==> src/rtl/axi_ddr3_arb2_pkg.sv <==
// -----------------------------------------------------------------------------
// axi_ddr3_arb2_pkg
// Shared definitions for the two-port AXI4 arbiter in front of the DDR3
// controller: AXI encodings, the arbiter state type and the position of the
// master-index tag bit inside the controller-side ID.
// -----------------------------------------------------------------------------
package axi_ddr3_arb2_pkg;

  localparam logic [1:0] BURST_INCR = 2'b01;
  localparam logic [1:0] RESP_OKAY  = 2'b00;

  typedef enum logic {
    ARB_IDLE = 1'b0,
    ARB_LOCK = 1'b1
  } arb_state_t;

  // The master index is prepended above the per-master ID, so it lands on
  // bit SID_WIDTH of the controller-side ID.
  function automatic int id_tag_pos(input int sid_width);
    return sid_width;
  endfunction

endpackage

==> src/rtl/axi_arb_rr2.sv <==
// -----------------------------------------------------------------------------
// axi_arb_rr2
// Two-way round-robin arbiter with handshake lock, used for the AW and AR
// channels. Grant is combinational from the requests while idle; once the
// downstream stalls the choice is held until its handshake completes.
//
// Ports:
//   clock, reset_n  clock and synchronous active-low reset
//   req[1:0]        request from master 0 / master 1 (already qualified)
//   ready           downstream ready
//   grant_valid     a request is being presented downstream
//   grant_idx       index of the master being presented
//   handshake       grant_valid & ready this cycle
// -----------------------------------------------------------------------------
module axi_arb_rr2
  import axi_ddr3_arb2_pkg::*;
(
  input  logic       clock,
  input  logic       reset_n,
  input  logic [1:0] req,
  input  logic       ready,
  output logic       grant_valid,
  output logic       grant_idx,
  output logic       handshake
);

  arb_state_t state_q, state_d;
  logic       sel_q, sel_d;
  logic       last_q, last_d;

  // State register. last resets to 1 so master 0 wins the first tie.
  always_ff @(posedge clock) begin
    // NOTE: registers use non-blocking assignments so every flop samples the
    // pre-edge value of its neighbours regardless of evaluation order.
    if (!reset_n) begin
      state_q <= ARB_IDLE;
      sel_q   <= 1'b0;
      last_q  <= 1'b1;
    end else begin
      state_q <= state_d;
      sel_q   <= sel_d;
      last_q  <= last_d;
    end
  end

  // Output / grant selection.
  always_comb begin
    // NOTE: every output gets a default first so no path leaves it
    // unassigned and infers a latch.
    grant_idx   = 1'b0;
    grant_valid = 1'b0;
    if (state_q == ARB_LOCK) begin
      grant_idx   = sel_q;
      grant_valid = req[sel_q];
    end else begin
      grant_valid = |req;
      case (req)
        2'b10:   grant_idx = 1'b1;
        2'b11:   grant_idx = ~last_q;
        default: grant_idx = 1'b0;
      endcase
    end
    handshake = grant_valid & ready;
  end

  // Next-state logic.
  always_comb begin
    state_d = state_q;
    sel_d   = sel_q;
    last_d  = last_q;
    if (handshake) last_d = grant_idx;
    case (state_q)
      ARB_IDLE: begin
        if (grant_valid && !ready) begin
          state_d = ARB_LOCK;
          sel_d   = grant_idx;
        end
      end
      default: begin
        if (handshake) state_d = ARB_IDLE;
      end
    endcase
  end

endmodule

==> src/rtl/axi_ddr3_arb2.sv <==
// -----------------------------------------------------------------------------
// axi_ddr3_arb2
// Lets two AXI4 masters (s0, s1) share the single controller port (m).
//   AW/AR : independent round-robin arbiters with lock; zero-latency mux;
//           the master index is prepended to the ID.
//   W     : steered by an in-order FIFO of AW grant indices; the head entry
//           owns the W channel until its wlast beat.
//   B/R   : routed combinationally by the tag bit of m_bid / m_rid.
// Payload outputs read as zero whenever their valid is low, and every
// valid/ready output is forced low while reset_n is asserted.
// -----------------------------------------------------------------------------
module axi_ddr3_arb2
  import axi_ddr3_arb2_pkg::*;
#(
  parameter int ADDRS     = 29,
  parameter int WIDTH     = 32,
  parameter int MASKS     = 4,
  parameter int SID_WIDTH = 3,
  parameter int WRQ_DEPTH = 4
) (
  input  logic                 clock,
  input  logic                 reset_n,
  // master 0
  input  logic                 s0_awvalid,
  output logic                 s0_awready,
  input  logic [ADDRS-1:0]     s0_awaddr,
  input  logic [SID_WIDTH-1:0] s0_awid,
  input  logic [7:0]           s0_awlen,
  input  logic [1:0]           s0_awburst,
  input  logic                 s0_wvalid,
  output logic                 s0_wready,
  input  logic                 s0_wlast,
  input  logic [MASKS-1:0]     s0_wstrb,
  input  logic [WIDTH-1:0]     s0_wdata,
  output logic                 s0_bvalid,
  input  logic                 s0_bready,
  output logic [1:0]           s0_bresp,
  output logic [SID_WIDTH-1:0] s0_bid,
  input  logic                 s0_arvalid,
  output logic                 s0_arready,
  input  logic [ADDRS-1:0]     s0_araddr,
  input  logic [SID_WIDTH-1:0] s0_arid,
  input  logic [7:0]           s0_arlen,
  input  logic [1:0]           s0_arburst,
  output logic                 s0_rvalid,
  input  logic                 s0_rready,
  output logic                 s0_rlast,
  output logic [1:0]           s0_rresp,
  output logic [SID_WIDTH-1:0] s0_rid,
  output logic [WIDTH-1:0]     s0_rdata,
  // master 1
  input  logic                 s1_awvalid,
  output logic                 s1_awready,
  input  logic [ADDRS-1:0]     s1_awaddr,
  input  logic [SID_WIDTH-1:0] s1_awid,
  input  logic [7:0]           s1_awlen,
  input  logic [1:0]           s1_awburst,
  input  logic                 s1_wvalid,
  output logic                 s1_wready,
  input  logic                 s1_wlast,
  input  logic [MASKS-1:0]     s1_wstrb,
  input  logic [WIDTH-1:0]     s1_wdata,
  output logic                 s1_bvalid,
  input  logic                 s1_bready,
  output logic [1:0]           s1_bresp,
  output logic [SID_WIDTH-1:0] s1_bid,
  input  logic                 s1_arvalid,
  output logic                 s1_arready,
  input  logic [ADDRS-1:0]     s1_araddr,
  input  logic [SID_WIDTH-1:0] s1_arid,
  input  logic [7:0]           s1_arlen,
  input  logic [1:0]           s1_arburst,
  output logic                 s1_rvalid,
  input  logic                 s1_rready,
  output logic                 s1_rlast,
  output logic [1:0]           s1_rresp,
  output logic [SID_WIDTH-1:0] s1_rid,
  output logic [WIDTH-1:0]     s1_rdata,
  // controller port
  output logic                 m_awvalid,
  input  logic                 m_awready,
  output logic [ADDRS-1:0]     m_awaddr,
  output logic [SID_WIDTH:0]   m_awid,
  output logic [7:0]           m_awlen,
  output logic [1:0]           m_awburst,
  output logic                 m_wvalid,
  input  logic                 m_wready,
  output logic                 m_wlast,
  output logic [MASKS-1:0]     m_wstrb,
  output logic [WIDTH-1:0]     m_wdata,
  input  logic                 m_bvalid,
  output logic                 m_bready,
  input  logic [1:0]           m_bresp,
  input  logic [SID_WIDTH:0]   m_bid,
  output logic                 m_arvalid,
  input  logic                 m_arready,
  output logic [ADDRS-1:0]     m_araddr,
  output logic [SID_WIDTH:0]   m_arid,
  output logic [7:0]           m_arlen,
  output logic [1:0]           m_arburst,
  input  logic                 m_rvalid,
  output logic                 m_rready,
  input  logic                 m_rlast,
  input  logic [1:0]           m_rresp,
  input  logic [SID_WIDTH:0]   m_rid,
  input  logic [WIDTH-1:0]     m_rdata
);

  localparam int TAG   = id_tag_pos(SID_WIDTH);
  localparam int PTR_W = $clog2(WRQ_DEPTH);
  localparam int CNT_W = PTR_W + 1;

  // ---------------------------------------------------------------------------
  // Write-order FIFO state (declared early: full gates the AW arbiter)
  // ---------------------------------------------------------------------------
  logic             wq_mem [WRQ_DEPTH];
  logic [PTR_W-1:0] wq_wr, wq_rd;
  logic [CNT_W-1:0] wq_count;
  logic             wq_full, wq_empty, wq_push, wq_pop;

  // full comes straight from the registered count, so a same-cycle pop
  // never opens a slot for a new AW.
  assign wq_full  = (wq_count == CNT_W'(WRQ_DEPTH));
  assign wq_empty = (wq_count == '0);

  // ---------------------------------------------------------------------------
  // AW channel
  // ---------------------------------------------------------------------------
  logic [1:0] aw_req;
  logic       aw_valid, aw_sel, aw_hs;

  assign aw_req = {s1_awvalid, s0_awvalid} & {2{reset_n & ~wq_full}};

  axi_arb_rr2 u_aw_arb (
    .clock       (clock),
    .reset_n     (reset_n),
    .req         (aw_req),
    .ready       (m_awready),
    .grant_valid (aw_valid),
    .grant_idx   (aw_sel),
    .handshake   (aw_hs)
  );

  assign m_awvalid  = aw_valid;
  assign m_awaddr   = aw_valid ? (aw_sel ? s1_awaddr  : s0_awaddr)  : '0;
  assign m_awlen    = aw_valid ? (aw_sel ? s1_awlen   : s0_awlen)   : '0;
  assign m_awburst  = aw_valid ? (aw_sel ? s1_awburst : s0_awburst) : '0;
  assign m_awid     = aw_valid ? {aw_sel, (aw_sel ? s1_awid : s0_awid)} : '0;
  assign s0_awready = aw_valid & ~aw_sel & m_awready;
  assign s1_awready = aw_valid &  aw_sel & m_awready;

  // ---------------------------------------------------------------------------
  // AR channel
  // ---------------------------------------------------------------------------
  logic [1:0] ar_req;
  logic       ar_valid, ar_sel, ar_hs;

  assign ar_req = {s1_arvalid, s0_arvalid} & {2{reset_n}};

  axi_arb_rr2 u_ar_arb (
    .clock       (clock),
    .reset_n     (reset_n),
    .req         (ar_req),
    .ready       (m_arready),
    .grant_valid (ar_valid),
    .grant_idx   (ar_sel),
    .handshake   (ar_hs)
  );

  assign m_arvalid  = ar_valid;
  assign m_araddr   = ar_valid ? (ar_sel ? s1_araddr  : s0_araddr)  : '0;
  assign m_arlen    = ar_valid ? (ar_sel ? s1_arlen   : s0_arlen)   : '0;
  assign m_arburst  = ar_valid ? (ar_sel ? s1_arburst : s0_arburst) : '0;
  assign m_arid     = ar_valid ? {ar_sel, (ar_sel ? s1_arid : s0_arid)} : '0;
  assign s0_arready = ar_valid & ~ar_sel & m_arready;
  assign s1_arready = ar_valid &  ar_sel & m_arready;

  // ---------------------------------------------------------------------------
  // Write-order FIFO
  // ---------------------------------------------------------------------------
  logic w_head, w_open;

  assign wq_push = aw_hs;
  assign wq_pop  = m_wvalid & m_wready & m_wlast;

  always_ff @(posedge clock) begin
    if (!reset_n) begin
      wq_wr    <= '0;
      wq_rd    <= '0;
      wq_count <= '0;
    end else begin
      if (wq_push) wq_wr <= wq_wr + 1'b1;
      if (wq_pop)  wq_rd <= wq_rd + 1'b1;
      case ({wq_push, wq_pop})
        2'b10:   wq_count <= wq_count + 1'b1;
        2'b01:   wq_count <= wq_count - 1'b1;
        default: wq_count <= wq_count;
      endcase
    end
  end

  // NOTE: the storage array has no reset; validity is tracked by the
  // pointers and count, so clearing the cells would only add reset fan-out.
  always_ff @(posedge clock) begin
    if (wq_push) wq_mem[wq_wr] <= aw_sel;
  end

  // ---------------------------------------------------------------------------
  // W channel: the FIFO head owns the channel until its wlast beat.
  // ---------------------------------------------------------------------------
  assign w_head = wq_mem[wq_rd];
  assign w_open = reset_n & ~wq_empty;

  assign m_wvalid  = w_open & (w_head ? s1_wvalid : s0_wvalid);
  assign m_wlast   = m_wvalid & (w_head ? s1_wlast : s0_wlast);
  assign m_wstrb   = m_wvalid ? (w_head ? s1_wstrb : s0_wstrb) : '0;
  assign m_wdata   = m_wvalid ? (w_head ? s1_wdata : s0_wdata) : '0;
  assign s0_wready = w_open & ~w_head & m_wready;
  assign s1_wready = w_open &  w_head & m_wready;

  // ---------------------------------------------------------------------------
  // B and R routing by ID tag bit
  // ---------------------------------------------------------------------------
  logic b_tag, r_tag;

  assign b_tag = m_bid[TAG];
  assign r_tag = m_rid[TAG];

  assign s0_bvalid = reset_n & m_bvalid & ~b_tag;
  assign s1_bvalid = reset_n & m_bvalid &  b_tag;
  assign s0_bid    = s0_bvalid ? m_bid[SID_WIDTH-1:0] : '0;
  assign s1_bid    = s1_bvalid ? m_bid[SID_WIDTH-1:0] : '0;
  assign s0_bresp  = s0_bvalid ? m_bresp : RESP_OKAY;
  assign s1_bresp  = s1_bvalid ? m_bresp : RESP_OKAY;
  assign m_bready  = reset_n & m_bvalid & (b_tag ? s1_bready : s0_bready);

  assign s0_rvalid = reset_n & m_rvalid & ~r_tag;
  assign s1_rvalid = reset_n & m_rvalid &  r_tag;
  assign s0_rid    = s0_rvalid ? m_rid[SID_WIDTH-1:0] : '0;
  assign s1_rid    = s1_rvalid ? m_rid[SID_WIDTH-1:0] : '0;
  assign s0_rresp  = s0_rvalid ? m_rresp : RESP_OKAY;
  assign s1_rresp  = s1_rvalid ? m_rresp : RESP_OKAY;
  assign s0_rlast  = s0_rvalid & m_rlast;
  assign s1_rlast  = s1_rvalid & m_rlast;
  assign s0_rdata  = s0_rvalid ? m_rdata : '0;
  assign s1_rdata  = s1_rvalid ? m_rdata : '0;
  assign m_rready  = reset_n & m_rvalid & (r_tag ? s1_rready : s0_rready);

endmodule

==> config.mk <==
export PLATFORM = sky130hd
export DESIGN_NAME = axi_ddr3_arb2
export DESIGN_NICKNAME = d
export VERILOG_FILES = /design/src/rtl/axi_ddr3_arb2_pkg.sv /design/src/rtl/axi_arb_rr2.sv /design/src/rtl/axi_ddr3_arb2.sv
export SDC_FILE = /design/constraint.sdc
export NUM_CORES = 1
export LEC_CHECK = 0
export BUFFER_PORTS_ARGS = -buffer_cell sky130_fd_sc_hd__buf_2
export CAP_MARGIN = 20
export CORE_AREA = 2 2 207 209
export DETAILED_ROUTE_END_ITERATION = 6
export DIE_AREA = 0 0 209 211
export SLEW_MARGIN = 20
export SYNTH_ARGS = -nofsm -noshare
export SYNTH_HDL_FRONTEND = slang
export SYNTH_HIERARCHICAL = 1
export SYNTH_SLANG_ARGS = --single-unit
==> constraint.sdc <==
create_clock -name clock -period 5.6 [get_ports clock]
set_clock_uncertainty 0.1 [all_clocks]
set_input_delay 1.68 -clock clock [delete_from_list [all_inputs] [get_ports clock]]
set_output_delay 1.68 -clock clock [all_outputs]
set_load 0.02 [all_outputs]
==> summary.txt, run 1 <==
Floorplanning
  – Initial Util: 9.12%
  – Row Count: 75
  – Die Y: 211 µm
  – Die area: 44100 µm²
  – Boundary Pins: 528
  – Die extent in x: 209 µm
  – CORE AREA: 41800 µm²

Synthesis
  – Total number of yosys warnings: 6
  – Cell count after synthesis: 530
  – Mapped cell area: 3810 µm²
  – Mapped Nets: 840
  – Syn_area_per_cell: 7.18 µm²

Timing
  – Final Cycle Share: 94.5%
  – RSZ-0062 raised after global routing: no
  – Min Tclk post-route: 5290 ps
  – Slew headroom: 31.5%
  – Setup slack after layout: 309 ps
  – Max Transition Viols Final: 0
  – Worst Tran Pin Value: 1030 ps
  – Achievable Freq: 0.189 GHz
  – Final hold violation count: 0
  – Setup tns final: 0 ps
  – Final setup vio count: 0

Setup path
  – Most common cell on crit path: buf_2
  – Setup CP Type: in -> out
  – Crit path from: reset_n
  – Crit. End Element: output pin
  – Levels on crit path: 8
  – Critical path peak fanout: 14
  – Crit path arrival time: 3510 ps
  – Worst path cell trace: buf_2 > and3_1 > nand2_1 > o21ai_4 > buf_4 > mux2i_1 > nor2b_1 > buf_2
  – Slowest CP cell: o21ai_4
  – CP delay by family, top: buffers and inverters
  – Worst endpoint required time: 3820 ps
  – Worst Reg-to-Reg Cells: 10
  – CP peak stage delay: 420 ps
  – Worst Path Buf+Inv: 3
  – Crit start category: input port

Clocking
  – Clock Tree Root: clkbuf_16
  – Post-CTS setup buffers: 0
  – CTS H-tree depth: 1
  – Cts repair resizes: 0
  – Deepest clock path buffer count: 2
  – Clock latency on the worst-skew pair: 250 ps
  – CTS Sinks: 19
  – CTS clk-pin slew, worst paths: 60 ps
  – Hold-fix buffers, CTS: 0
  – CTS tree: done
  – Number of clock buffers inserted by TritonCTS: 3

Power
  – Leakage: 3.93 nW
  – Pwr dens: 115 nW/µm²
  – Worst vdd ir: 64.3 µV

Finish
  – Most common cell after layout, fill and taps aside: buf_2
  – Commonest cells after routing, fill and taps aside: buf_2 (527), and2_1 (97), mux2i_1 (93), nand2_1 (89), nor2b_1 (85)
  – Fill count: 4740
  – Share of layout cells above drive strength 1: 57.2%
  – Nets: 1354
  – Area growth, synth to finish: 90.6%

Global route
  – Gr ovfl total: 0
  – Pin count of the biggest net entering global routing: 47
  – GRT Total Usage: 7.56%
  – First-pass GRT wire length: 26.6 mm
  – Number of global-route vias before repair: 5067
  – Initial antenna violation count: 2

Placed design
  – DP Worst Slack: 238 ps
  – GPL Wtd Cong: 0.798
  – Dpl hpwl: 16.5 mm
  – Port bufs: 527

Hold path
  – Worst hold path class: reg -> reg
  – HP Start: wq_rd[1]
  – Hold path cells: 1

Status
  – Status: finished clean

Routing
  – Vias: 5520
  – Residual DRC: 0
  – Total routed wirelength: 18.8 mm
  – DR iter-0 viols: 155
  – Vias/cell: 3.49
  – Routed Antenna Nets: 0
  – First drt pass iteration count: 4
  – WL per Instance: 11.9 µm

Job
  – Max_cap viols: 0
==> power breakdown <==
| part | internal [mW] | switching [mW] | total [mW] |
|---|---|---|---|
| registers | 0.146 | 0.00615 | 0.152 |
| clock network | 0.0957 | 0.0517 | 0.147 |
| logic | 0.236 | 0.296 | 0.532 |
| total | 0.478 | 0.354 | 0.831 |
==> worst register-to-register path: stages (launching register included) <==
cell and delay, ps:
dfxtp_1 350, mux4_2 560, buf_4 280, mux2_4 410, nor2_2 180, ha_1 220
inv_1 60, fa_1 370, xor2_1 160, or3_1 300, a21boi_0 160
==> layer usage <==
| metal | wire [µm] | global-route usage (%) | vias to the layer above |
|---|---|---|---|
| li1 | - | - | 2767 |
| met1 | 7120 | 8.38 | 2444 |
| met2 | 10100 | 14.9 | 293 |
| met3 | 1410 | 1.40 | 14 |
| met4 | 221 | 1.43 | 2 |
| met5 | 7 | 0 | - |
==> area by class of cell <==
class / instances / area, µm² / area share (%)
multi-input cells: 462 / 3190 / 44.0
inverters: 9 / 33.8 / 0.465
clock inverters: 1 / 5.00 / 0.0690
well taps: 539 / 674 / 9.29
diodes: 1 / 2.50 / 0.0345
flip-flops and latches: 19 / 420 / 5.79
repair buffers: 549 / 2850 / 39.3
clock buffers: 3 / 75.1 / 1.03
==> metrics by stage <==
stage	cell area, µm²	hold slack (ps)	instances	power [mW]	utilization, %
after global routing	7260	406	1583	0.888	17.4
final	7260	361	1583	0.831	17.4
after global placement	7180	352	1578	0.683	17.2
after floorplan	3810	330	530	0.449	-
after detailed placement	7180	358	1578	0.692	17.2
after CTS	7260	366	1582	0.842	17.4
==> path summary, 6_finish.rpt <==
check | end | slack, ps
worst min-delay path | flip-flop | 360
worst max register to register | wq_count[2] | 2380
worst max-delay path | m_awaddr[15] | 310
worst min register to register | flip-flop | 360
Note: power is estimated with default switching activity, not from simulation.
==> run 2: changes to the inputs <==
clock period = 6 ns   (was 5.6 ns; I/O delays follow)
==> summary.txt, run 2 (synthesis gave the netlist of run 1 again) <==
Status
  – Status: finished clean

Setup path
  – Worst path cell trace: buf_2 > and3_1 > mux2i_1 > and2_4 > nor2_2 > buf_12 > nor2b_1 > buf_2
  – Most common cell on crit path: buf_2
  – CP delay by family, top: simple AND/OR/NAND/NOR gates
  – Crit start category: input port
  – Reg-to-reg slack, setup: 2710 ps
  – Slowest CP cell: nor2_2
  – Setup CP Type: in -> out
  – Crit path arrival time: 3680 ps
  – Worst endpoint required time: 4100 ps
  – Worst Path Buf+Inv: 3
  – Crit. End Element: output pin
  – CP peak stage delay: 470 ps
  – Critical path peak fanout: 35

Timing
  – Min Tclk post-route: 5580 ps
  – Final Cycle Share: 93.0%
  – Setup slack after layout: 418 ps
  – Final hold violation count: 0
  – Max Transition Viols Final: 0
  – Final setup vio count: 0
  – Achievable Freq: 0.179 GHz
  – Slew headroom: 31.8%
  – RSZ-0062 raised after global routing: no
  – Setup tns final: 0 ps
  – Worst Tran Pin Value: 1020 ps
  – Hold Worst Slack: 356 ps

Placed design
  – Area of placed instances: 7080 µm²
  – Placed cells: 1565
  – Dpl hpwl: 16.1 mm
  – GPL Wtd Cong: 0.781
  – DP Worst Slack: 385 ps
  – Port bufs: 527

Clocking
  – Hold-fix buffers, CTS: 0
  – Clock Tree Root: clkbuf_16
  – Cts repair resizes: 0
  – CTS clk-pin slew, worst paths: 60 ps
  – Post-CTS setup buffers: 0
  – CTS H-tree depth: 1
  – Deepest clock path buffer count: 2
  – Clock latency on the worst-skew pair: 250 ps
  – CTS tree: done
  – Number of clock buffers inserted by TritonCTS: 3
  – CTS Sinks: 19

Finish
  – Nets: 1341
  – Commonest cells after routing, fill and taps aside: buf_2 (527), and2_1 (97), mux2i_1 (93), nand2_1 (89), nor2b_1 (85)
  – Fill count: 4738
  – Area growth, synth to finish: 88.1%
  – Cell area after layout: 7160 µm²
  – Most common cell after layout, fill and taps aside: buf_2
  – Final core utilization: 17.1%
  – Share of layout cells above drive strength 1: 56.7%
  – Finished Layout Cells: 1570

Routing
  – WL per Instance: 11.8 µm
  – First drt pass iteration count: 4
  – DR iter-0 viols: 224
  – Total routed wirelength: 18.5 mm
  – Routed Antenna Nets: 0
  – Vias/cell: 3.45
  – Residual DRC: 0
  – Vias: 5422

Global route
  – Initial antenna violation count: 1
  – First-pass GRT wire length: 25.9 mm
  – GRT Total Usage: 7.37%
  – Pin count of the biggest net entering global routing: 50
  – Number of global-route vias before repair: 5025
  – Gr ovfl total: 0

Floorplanning
  – Die extent in x: 209 µm
  – Die area: 44100 µm²
  – Boundary Pins: 528
  – Row Count: 75
  – Initial Util: 9.12%
  – CORE AREA: 41800 µm²
  – Die Y: 211 µm

Hold path
  – Worst hold path class: reg -> reg

Power
  – Worst vdd ir: 80.7 µV
  – Pwr dens: 107 nW/µm²
  – Leakage: 3.86 nW
  – Total power: 0.768 mW

Job
  – Max_cap viols: 0
-- run 2: path summary, 6_finish.rpt --
| check | from | end | cells past startpoint |
|---|---|---|---|
| setup reg to reg | flip-flop | wq_count[2] | 9 |
| hold / removal | wq_rd[1] | flip-flop | 1 |
| setup / recovery | reset_n | m_awlen[6] | 8 |
| hold reg to reg | wq_rd[1] | flip-flop | 1 |
-- run 2: area by class of cell --
type	count	area, µm²	area share [%]
Antenna cell	1	2.50	0.0349
Clock buffer	3	75.1	1.05
Clock inverter	1	5.00	0.0699
Inverter	9	33.8	0.472
Multi-Input combinational cell	462	3190	44.6
Sequential cell	19	420	5.87
Tap cell	539	674	9.42
Timing Repair Buffer	536	2760	38.5
-- run 2: where the power goes --
| part | total (mW) | internal, mW | switching, mW |
|---|---|---|---|
| Sequential | 0.142 | 0.136 | 0.00562 |
| Combinational | 0.487 | 0.214 | 0.274 |
| Clock | 0.139 | 0.0894 | 0.0496 |
| Total | 0.768 | 0.439 | 0.329 |
-- run 2: layer usage --
metal  up-vias  track usage (%)  wire, µm
li1       2741                -         -
met1      2385             8.32      7280
met2       280             14.4      9820
met3        14             1.28      1150
met4         2             1.45       214
met5         -                0        13
